File: src/rtl/fft_bitrev_loader.sv
// fft_bitrev_loader
//   Input stage in front of the fft accelerator. Collects one frame of SIZE
//   samples in natural order from an AXI-Stream source, then replays it in
//   bit-reversed index order on an AXI-Stream master. m00_axis_tlast marks
//   the final word. A one-cycle start pulse follows the final output handshake.
//   Short frames are zero-padded and long frames are truncated.
//
//   state   | meaning
//   --------+------------------------------------------------------------
//   FILL    | accepting input beats, writing mem[wr_cnt] in natural order
//   PAD     | short frame: writing zeros until index SIZE-1 is filled
//   DISCARD | long frame: accepting and dropping beats until tlast
//   DRAIN   | presenting mem[bitrev(rd_cnt)] on the master stream
//   START   | one-cycle start pulse, counters cleared
//
// Ports
//   s00_axi_aclk, s00_axi_areset     : clock, async active-high reset
//   s00_axis_t{ready,data,last,valid}: input stream (slave)
//   m00_axis_t{valid,data,strb,last,ready}: reordered output stream (master)
//   start        : one-cycle pulse after the frame has been delivered
//   frame_status : bit0 = last frame padded, bit1 = last frame truncated
module fft_bitrev_loader #(
  parameter int SIZE       = 8,
  parameter int LOG2_SIZE  = 3,
  parameter int DATA_WIDTH = 32
) (
  input  logic                    s00_axi_aclk,
  input  logic                    s00_axi_areset,
  output logic                    s00_axis_tready,
  input  logic [DATA_WIDTH-1:0]   s00_axis_tdata,
  input  logic                    s00_axis_tlast,
  input  logic                    s00_axis_tvalid,
  output logic                    m00_axis_tvalid,
  output logic [DATA_WIDTH-1:0]   m00_axis_tdata,
  output logic [DATA_WIDTH/8-1:0] m00_axis_tstrb,
  output logic                    m00_axis_tlast,
  input  logic                    m00_axis_tready,
  output logic                    start,
  output logic [1:0]              frame_status
);

  typedef enum logic [2:0] {
    S_FILL    = 3'd0,
    S_PAD     = 3'd1,
    S_DISCARD = 3'd2,
    S_DRAIN   = 3'd3,
    S_START   = 3'd4
  } state_t;

  localparam logic [LOG2_SIZE-1:0] LAST_IDX = LOG2_SIZE'(SIZE - 1);
  localparam logic [LOG2_SIZE-1:0] CNT_ONE  = LOG2_SIZE'(1);

  state_t                  state, state_nxt;
  logic [DATA_WIDTH-1:0]   mem [SIZE];
  logic [LOG2_SIZE-1:0]    wr_cnt, wr_cnt_nxt;
  logic [LOG2_SIZE-1:0]    rd_cnt, rd_cnt_nxt;
  logic                    s_hs, m_hs;
  logic                    mem_we;
  logic [DATA_WIDTH-1:0]   mem_wdata;
  logic                    status_we;
  logic [1:0]              status_nxt;

  function automatic logic [LOG2_SIZE-1:0] bitrev(input logic [LOG2_SIZE-1:0] a);
    logic [LOG2_SIZE-1:0] r;
    for (int i = 0; i < LOG2_SIZE; i++) r[i] = a[LOG2_SIZE-1-i];
    return r;
  endfunction

  assign s_hs           = s00_axis_tvalid & s00_axis_tready;
  assign m_hs           = m00_axis_tvalid & m00_axis_tready;
  assign m00_axis_tstrb = '1;
  // rd_cnt only moves on a handshake, so data is stable while stalled.
  assign m00_axis_tdata = mem[bitrev(rd_cnt)];

  always_ff @(posedge s00_axi_aclk or posedge s00_axi_areset) begin
    if (s00_axi_areset) state <= S_FILL;
    else                state <= state_nxt;
  end

  always_comb begin
    state_nxt  = state;
    wr_cnt_nxt = wr_cnt;
    rd_cnt_nxt = rd_cnt;
    mem_we     = 1'b0;
    mem_wdata  = s00_axis_tdata;
    status_we  = 1'b0;
    status_nxt = frame_status;
    case (state)
      S_FILL: begin
        if (s_hs) begin
          mem_we = 1'b1;
          if (s00_axis_tlast) begin
            status_we = 1'b1;
            if (wr_cnt == LAST_IDX) begin
              status_nxt = 2'b00;
              state_nxt  = S_DRAIN;
            end else begin
              status_nxt = 2'b01;
              wr_cnt_nxt = wr_cnt + CNT_ONE;
              state_nxt  = S_PAD;
            end
          end else if (wr_cnt == LAST_IDX) begin
            status_we  = 1'b1;
            status_nxt = 2'b10;
            state_nxt  = S_DISCARD;
          end else begin
            wr_cnt_nxt = wr_cnt + CNT_ONE;
          end
        end
      end
      S_PAD: begin
        mem_we    = 1'b1;
        mem_wdata = '0;
        if (wr_cnt == LAST_IDX) state_nxt = S_DRAIN;
        else                    wr_cnt_nxt = wr_cnt + CNT_ONE;
      end
      S_DISCARD: begin
        if (s_hs && s00_axis_tlast) state_nxt = S_DRAIN;
      end
      S_DRAIN: begin
        if (m_hs) begin
          if (rd_cnt == LAST_IDX) state_nxt = S_START;
          else                    rd_cnt_nxt = rd_cnt + CNT_ONE;
        end
      end
      S_START: begin
        wr_cnt_nxt = '0;
        rd_cnt_nxt = '0;
        state_nxt  = S_FILL;
      end
      default: begin
        wr_cnt_nxt = '0;
        rd_cnt_nxt = '0;
        state_nxt  = S_FILL;
      end
    endcase
  end

  // Outputs are registered from the next state so they line up with the
  // state register rather than trailing it by a cycle.
  always_ff @(posedge s00_axi_aclk or posedge s00_axi_areset) begin
    if (s00_axi_areset) begin
      wr_cnt          <= '0;
      rd_cnt          <= '0;
      s00_axis_tready <= 1'b1;
      m00_axis_tvalid <= 1'b0;
      m00_axis_tlast  <= 1'b0;
      start           <= 1'b0;
      frame_status    <= 2'b00;
    end else begin
      wr_cnt          <= wr_cnt_nxt;
      rd_cnt          <= rd_cnt_nxt;
      s00_axis_tready <= (state_nxt == S_FILL) || (state_nxt == S_DISCARD);
      m00_axis_tvalid <= (state_nxt == S_DRAIN);
      m00_axis_tlast  <= (state_nxt == S_DRAIN) && (rd_cnt_nxt == LAST_IDX);
      start           <= (state_nxt == S_START);
      if (status_we) frame_status <= status_nxt;
    end
  end

  // Storage has no reset; contents are rewritten every frame.
  always_ff @(posedge s00_axi_aclk) begin
    if (mem_we) mem[wr_cnt] <= mem_wdata;
  end

endmodule

File: config.mk
export PLATFORM = sky130hd
export DESIGN_NAME = fft_bitrev_loader
export DESIGN_NICKNAME = d
export VERILOG_FILES = /design/src/rtl/fft_bitrev_loader.sv
export SDC_FILE = /design/constraint.sdc
export NUM_CORES = 1
export LEC_CHECK = 0
export ABC_AREA = 0
export CORE_ASPECT_RATIO = 2
export CORE_UTILIZATION = 56
export CTS_CLUSTER_DIAMETER = 200
export DETAILED_ROUTE_END_ITERATION = 16
export PLACE_DENSITY = 0.8
export SETUP_SLACK_MARGIN = 0.02
export SKIP_LAST_GASP = 1
export SLEW_MARGIN = 5
export SYNTH_ARGS = -nofsm -noshare
export SYNTH_HDL_FRONTEND = slang
export SYNTH_SLANG_ARGS = --single-unit
File: constraint.sdc
create_clock -name s00_axi_aclk -period 6.5 [get_ports s00_axi_aclk]
set_input_delay 0.65 -clock s00_axi_aclk [delete_from_list [all_inputs] [get_ports s00_axi_aclk]]
set_output_delay 0.65 -clock s00_axi_aclk [all_outputs]
set_load 0.02 [all_outputs]
==> flow_metrics.py, run 1 <==
metrics = {
    "run_status": {
        "run_status": "completed",
    },
    "cts": {
        "post_cts.resized_instances": 0,
        "post_cts.repair.setup_buffers": 0,
        "postCtsHoldBufs": 0,
        "cts.sink_count": 271,
        "cts-root-buf": "clkbuf_16",
        "clk-insertion-delay-late_ns": 0.51,
        "cts.path.max_buffers": 3,
        "ctsHtreeMaxLevel": 1,
        "tritoncts": "done",
        "cts_buffers": 23,
        "clk_transition_reported_paths_ns": 0.06,
    },
    "routing": {
        "detailedRoute.firstIterationViolations": 364,
        "post_drt_wl_per_cell_um": 23.1,
        "detail_route.drc_violations": 0,
        "count_of_vias_placed_by_the_detailed_router": 4977,
        "drt-pass1-iter-count": 4,
        "vias_per_cell": 5.83,
        "post_drt_antenna_nets": 0,
        "sum_of_routed_wire_length_over_all_layers_mm": 19.7,
    },
    "timing": {
        "remaining_max_slew_budget_at_the_tightest_pin_pct": 39.5,
        "drv_slew": 0,
        "fin_tns_setup_ns": 0,
        "tightest_slew_ns": 0.908,
        "clock.fmax_ghz": 0.240,
        "post-route-period-util_pct": 64.2,
        "post-route-min-period_ns": 4.17,
        "setup-violations-final": 0,
        "rsz0062_at_grt": "no",
        "finClkSkew_ns": 0.0104,
        "finalHoldViolCount": 0,
        "worst_hold_slack_ns": 0.510,
    },
    "die": {
        "io_pins": 79,
        "die_y_um": 199,
        "die-area_mm2": 0.0200,
        "coreArea_mm2": 0.0189,
        "start_util_pct": 57.5,
        "fp-row-count": 71,
        "die-width_um": 101,
    },
    "final_layout": {
        "final_cells": 853,
        "stdcell_area_mm2": 0.0126,
        "layout_commonest_cell": "edfxtp_1",
        "antennaDiodeCount": 0,
        "layout.nets": 622,
        "final_layout_size_suffix_gt1_share_pct": 23.2,
        "post_synthesis_to_final_layout_area_growth_pct": 15.9,
        "mostFrequentLayoutCells": "256 x edfxtp_1, 74 x clkdlybuf4s50_1, 45 x mux4_2, 32 x nor2b_1, 27 x mux2_4",
    },
    "grt": {
        "grt_max_degree": 68,
        "grt_remaining_overflow": 0,
        "antenna_violations_before_repair": 0,
        "grt_pass1_vias": 5329,
        "grt_pass1_wl_mm": 30.1,
        "groute.usage.overall_pct": 21.0,
    },
    "min_path": {
        "timing.hold.worst.class": "in -> async",
    },
    "place": {
        "gpl_congestion": 0.717,
        "post-dp-hpwl_mm": 10.7,
        "placedInstanceArea_mm2": 0.0119,
        "buffer_ports.inserted": 74,
        "dp.cells": 811,
    },
    "critical_path": {
        "arrival_time_at_the_worst_endpoint_ns": 3.52,
        "cp_max_fo": 41,
        "crit_required_ns": 5.85,
        "setup.reg_to_reg.worst_slack_ns": 4.01,
        "timing.setup.critical_path_class": "reg -> out",
        "critPathCaptureType": "output port",
        "worstSetupStartpointType": "flip-flop",
    },
    "logic_synthesis": {
        "synthesis.instances": 497,
        "yosysUniqueCellTypes": 37,
        "yosys_register_bits": 271,
        "sequential_share_of_the_synthesized_area_pct": 74.2,
        "synth_warn": 0,
        "synth.top_cells.by_area": "edfxtp_1 71%, mux4_2 9.3%, mux4_1 4.6%, mux2_4 3.7%, dfrtp_1 3.2%",
        "synth_largest_area_cell": "edfxtp_1",
        "syn_area_mm2": 0.0109,
        "synth_area_per_inst_um2": 21.9,
        "synth.top_cell.area_share_pct": 70.7,
    },
    "power_and_ir_drop": {
        "total_leakage_power_uw": 0.00425,
        "power_density_mw_per_mm2": 495,
        "vdd.ir_drop.worst_mv": 0.386,
    },
    "job": {
        "max_cap_violations": 0,
    },
}
synthesized netlist by cell type, drive strengths merged:
| cell | n |
|---|---|
| nor2b | 32 |
| dfstp | 1 |
| o21bai | 1 |
| buf | 16 |
| conb | 1 |
| clkbuf | 14 |
| edfxtp | 256 |
| nor4 | 2 |
| and3 | 2 |
| nand2 | 7 |
| mux4 | 64 |
| nor2 | 15 |
| ha | 4 |
| inv | 3 |
| nor3 | 7 |
| xnor2 | 2 |
| a21oi | 6 |
| o21ai | 1 |
| mux2i | 3 |
| mux2 | 33 |
| dfrtp | 14 |
| a211oi | 1 |
| nand4 | 2 |
| nor3b | 2 |
| o31ai | 1 |
| nand2b | 5 |
| o22ai | 1 |
| a2bb2oi | 1 |
metal layers:
metal | vias up | GRT usage (%) | wire, um
li1 | 2190 | - | -
met3 | 45 | 2.90 | 973
met1 | 2584 | 25.3 | 7310
met2 | 158 | 37.5 | 10800
met5 | - | 0 | 0
met4 | 0 | 9.02 | 588
state kept, by name, summed over array words and instances, names as in the netlist:
name,count
s00_axis_tready,1
mem,256
wr_cnt,3
state,3
m00_axis_tvalid,1
start,1
rd_cnt,3
frame_status,2
m00_axis_tlast,1
layout make-up:
class                      instances  area [um2]
fill                            1212        6320
sequential                       271        8070
clock buffer                      31         636
clock inverter                    11        83.8
timing repair buffer              86         831
inverter                           3        11.3
multi-input combinational        196        2650
tap                              255         319
kinds of logic (layout without fill, tap and decap cells):
logic type | Yosys count | in the layout | synth area share, %
compound gates | 12 | 12 | 0.714
flops | 271 | 271 | 74.2
mux | 100 | 100 | 18.5
other cells | 1 | 4 | 0.0345
simple gates | 74 | 74 | 3.80
xor+xnor | 2 | 2 | 0.161
buf+inv | 33 | 131 | 2.13
fa+ha+maj | 4 | 4 | 0.460
critical path: stages (launching register included):
cell and delay [ns]:
dfrtp_4 0.93, buf_4 0.56, mux4_1 0.62, mux2_2 0.32
clkdlybuf4s50_1 0.55
power breakdown:
group | internal [uW] | total [uW] | switching (uW)
combinational | 1080 | 2270 | 1190
sequential | 2490 | 2670 | 177
clock | 729 | 1300 | 574
final timing paths:
check                                 from                end  depth (start not counted)
setup / recovery                 rd_cnt[2]  m00_axis_tdata[0]                          4
hold / removal              s00_axi_areset          rd_cnt[2]                          2
setup reg to reg                 rd_cnt[2]    m00_axis_tvalid                          5
hold reg to reg            frame_status[0]    frame_status[0]                          2
max in group asynchronous   s00_axi_areset          rd_cnt[2]                          2
min in group s00_axi_aclk  frame_status[0]    frame_status[0]                          2
stage by stage:
| step | utilization (%) | setup slack (ns) | total power (uW) |
|---|---|---|---|
| 4_1_cts | 66.6 | 2.27 | 6310 |
| 6_report | 66.6 | 2.33 | 6240 |
| 3_3_place_gp | 62.8 | 2.87 | 4910 |
| 5_1_grt | 66.6 | 2.15 | 6520 |
| 2_1_floorplan | - | 2.80 | 4220 |
| 3_5_place_dp | 62.8 | 2.80 | 5010 |
(Power assumes the default switching activity.)
==> run 2: changes to the inputs <==
==> constraint.sdc (replaced) <==
create_clock -name s00_axi_aclk -period 3.9 [get_ports s00_axi_aclk]
set_input_delay 0.39 -clock s00_axi_aclk [delete_from_list [all_inputs] [get_ports s00_axi_aclk]]
set_output_delay 0.39 -clock s00_axi_aclk [all_outputs]
set_load 0.02 [all_outputs]
==> flow_metrics.py, run 2 (synthesized netlist as in run 1, its figures left out) <==
metrics = {
    "run_status": {
        "run_status": "completed",
    },
    "cts": {
        "ctsHtreeMaxLevel": 1,
        "post_cts.repair.setup_buffers": 0,
        "clk_transition_reported_paths_ns": 0.07,
        "clk-insertion-delay-late_ns": 0.50,
        "cts.sink_count": 271,
        "cts.path.max_buffers": 3,
        "postCtsHoldBufs": 0,
        "post_cts.resized_instances": 0,
        "cts_buffers": 22,
        "tritoncts": "done",
        "cts-root-buf": "clkbuf_16",
    },
    "routing": {
        "detailedRoute.firstIterationViolations": 294,
        "sum_of_routed_wire_length_over_all_layers_mm": 20.3,
        "vias_per_cell": 5.89,
        "count_of_vias_placed_by_the_detailed_router": 5026,
        "post_drt_antenna_nets": 0,
        "drt-pass1-iter-count": 4,
        "detail_route.drc_violations": 0,
        "post_drt_wl_per_cell_um": 23.8,
    },
    "job": {
        "max_cap_violations": 0,
    },
    "die": {
        "start_util_pct": 57.5,
        "die_y_um": 199,
        "die-width_um": 101,
        "fp-row-count": 71,
        "io_pins": 79,
        "die-area_mm2": 0.0200,
        "coreArea_mm2": 0.0189,
    },
    "grt": {
        "grt_max_degree": 38,
        "grt_pass1_vias": 5307,
        "grt_pass1_wl_mm": 30.8,
        "antenna_violations_before_repair": 0,
        "groute.usage.overall_pct": 21.3,
        "grt_remaining_overflow": 0,
    },
    "critical_path": {
        "critPathCaptureType": "output port",
        "startpoint": "rd_cnt[2]",
        "crit_reg_reg_startpoint": "state[2]",
        "rr_worst_depth": 4,
        "critical_path.n_buffers_inverters": 2,
        "highest_cell_delay_on_the_worst_timing_path_ns": 0.82,
        "critical_path.cell_chain": "buf_4 > mux4_1 > mux2_4 > clkdlybuf4s50_1",
        "worst_path_dominant_cell_family": "multiplexers",
        "cp_max_fo": 31,
        "crit_required_ns": 3.51,
        "cp_slowest_cell": "dfrtp_4",
        "arrival_time_at_the_worst_endpoint_ns": 3.18,
        "worstSetupStartpointType": "flip-flop",
        "setup.reg_to_reg.worst_slack_ns": 1.47,
        "reg2reg_to": "mem[4][24]",
        "timing.setup.critical_path_class": "reg -> out",
    },
    "power_and_ir_drop": {
        "total_leakage_power_uw": 0.00426,
        "total_power_uw": 10400,
        "vdd.ir_drop.worst_mv": 0.491,
        "power_density_mw_per_mm2": 825,
    },
    "final_layout": {
        "layout_commonest_cell": "edfxtp_1",
        "layout.nets": 624,
        "antennaDiodeCount": 0,
        "largest_register_ff_count": 256,
        "fillerInstances": 1187,
        "max_flop_register": "mem",
        "post_synthesis_to_final_layout_area_growth_pct": 16.2,
        "final_layout_size_suffix_gt1_share_pct": 23.9,
        "mostFrequentLayoutCells": "256 x edfxtp_1, 74 x clkdlybuf4s50_1, 45 x mux4_2, 32 x nor2b_1, 27 x mux2_4",
    },
    "timing": {
        "tightest_slew_ns": 0.954,
        "rsz0062_at_grt": "no",
        "finClkSkew_ns": 0.00907,
        "remaining_max_slew_budget_at_the_tightest_pin_pct": 36.4,
        "setup-violations-final": 0,
        "clock.fmax_ghz": 0.280,
        "post-route-period-util_pct": 91.4,
        "fin_ws_ns": 0.335,
        "worst_hold_slack_ns": 0.245,
        "finalHoldViolCount": 0,
        "drv_slew": 0,
        "post-route-min-period_ns": 3.57,
        "fin_tns_setup_ns": 0,
    },
    "place": {
        "gpl_congestion": 0.711,
        "buffer_ports.inserted": 74,
        "dp_worst_setup_slack_ns": 0.884,
        "post-dp-hpwl_mm": 11.0,
    },
    "min_path": {
        "timing.hold.worst.class": "in -> async",
    },
}
run 2: area by class of cell:
cell class                      instances  area, um2  share of cell area [%]
Inverter                                3       11.3                  0.0891
Sequential cell                       271       8070                    63.9
Clock inverter                         15        105                   0.832
Tap cell                              255        319                    2.52
Timing Repair Buffer                   89        903                    7.15
Multi-Input combinational cell        196       2650                    21.0
Clock buffer                           24        579                    4.58
run 2: through the flow:
stage | cells | cell area [um2] | utilization, %
2_1_floorplan | 500 | 10900 | -
3_3_place_gp | 814 | 12000 | 63.2
3_5_place_dp | 814 | 12000 | 63.2
4_1_cts | 853 | 12600 | 66.8
5_1_grt | 853 | 12600 | 66.8
6_report | 853 | 12600 | 66.8
run 2: where the power goes:
group | total [uW] | switching (uW) | internal [uW]
logic | 3750 | 1890 | 1860
clock network | 2110 | 969 | 1140
registers | 4570 | 424 | 4140
total | 10400 | 3290 | 7150
run 2: how the worst max path moves through the flow:
stage / slack (ns) / cells after the start / endpoint
2_1_floorplan: 0.24 / 4 / mem[0][0]
3_3_place_gp: 0.92 / 4 / m00_axis_tdata[24]
3_5_place_dp: 0.88 / 4 / m00_axis_tdata[5]
4_1_cts: 0.26 / 4 / m00_axis_tdata[24]
5_1_grt: 0.20 / 4 / m00_axis_tdata[24]
6_report: 0.33 / 4 / m00_axis_tdata[24]
run 2: per-layer routing:
layer,vias up,share of wire (%),track usage [%]
li1,2197,-,-
met1,2642,40,27.8
met2,156,53,36.8
met3,31,4.9,2.87
met4,0,2.2,7.68
met5,-,0,0
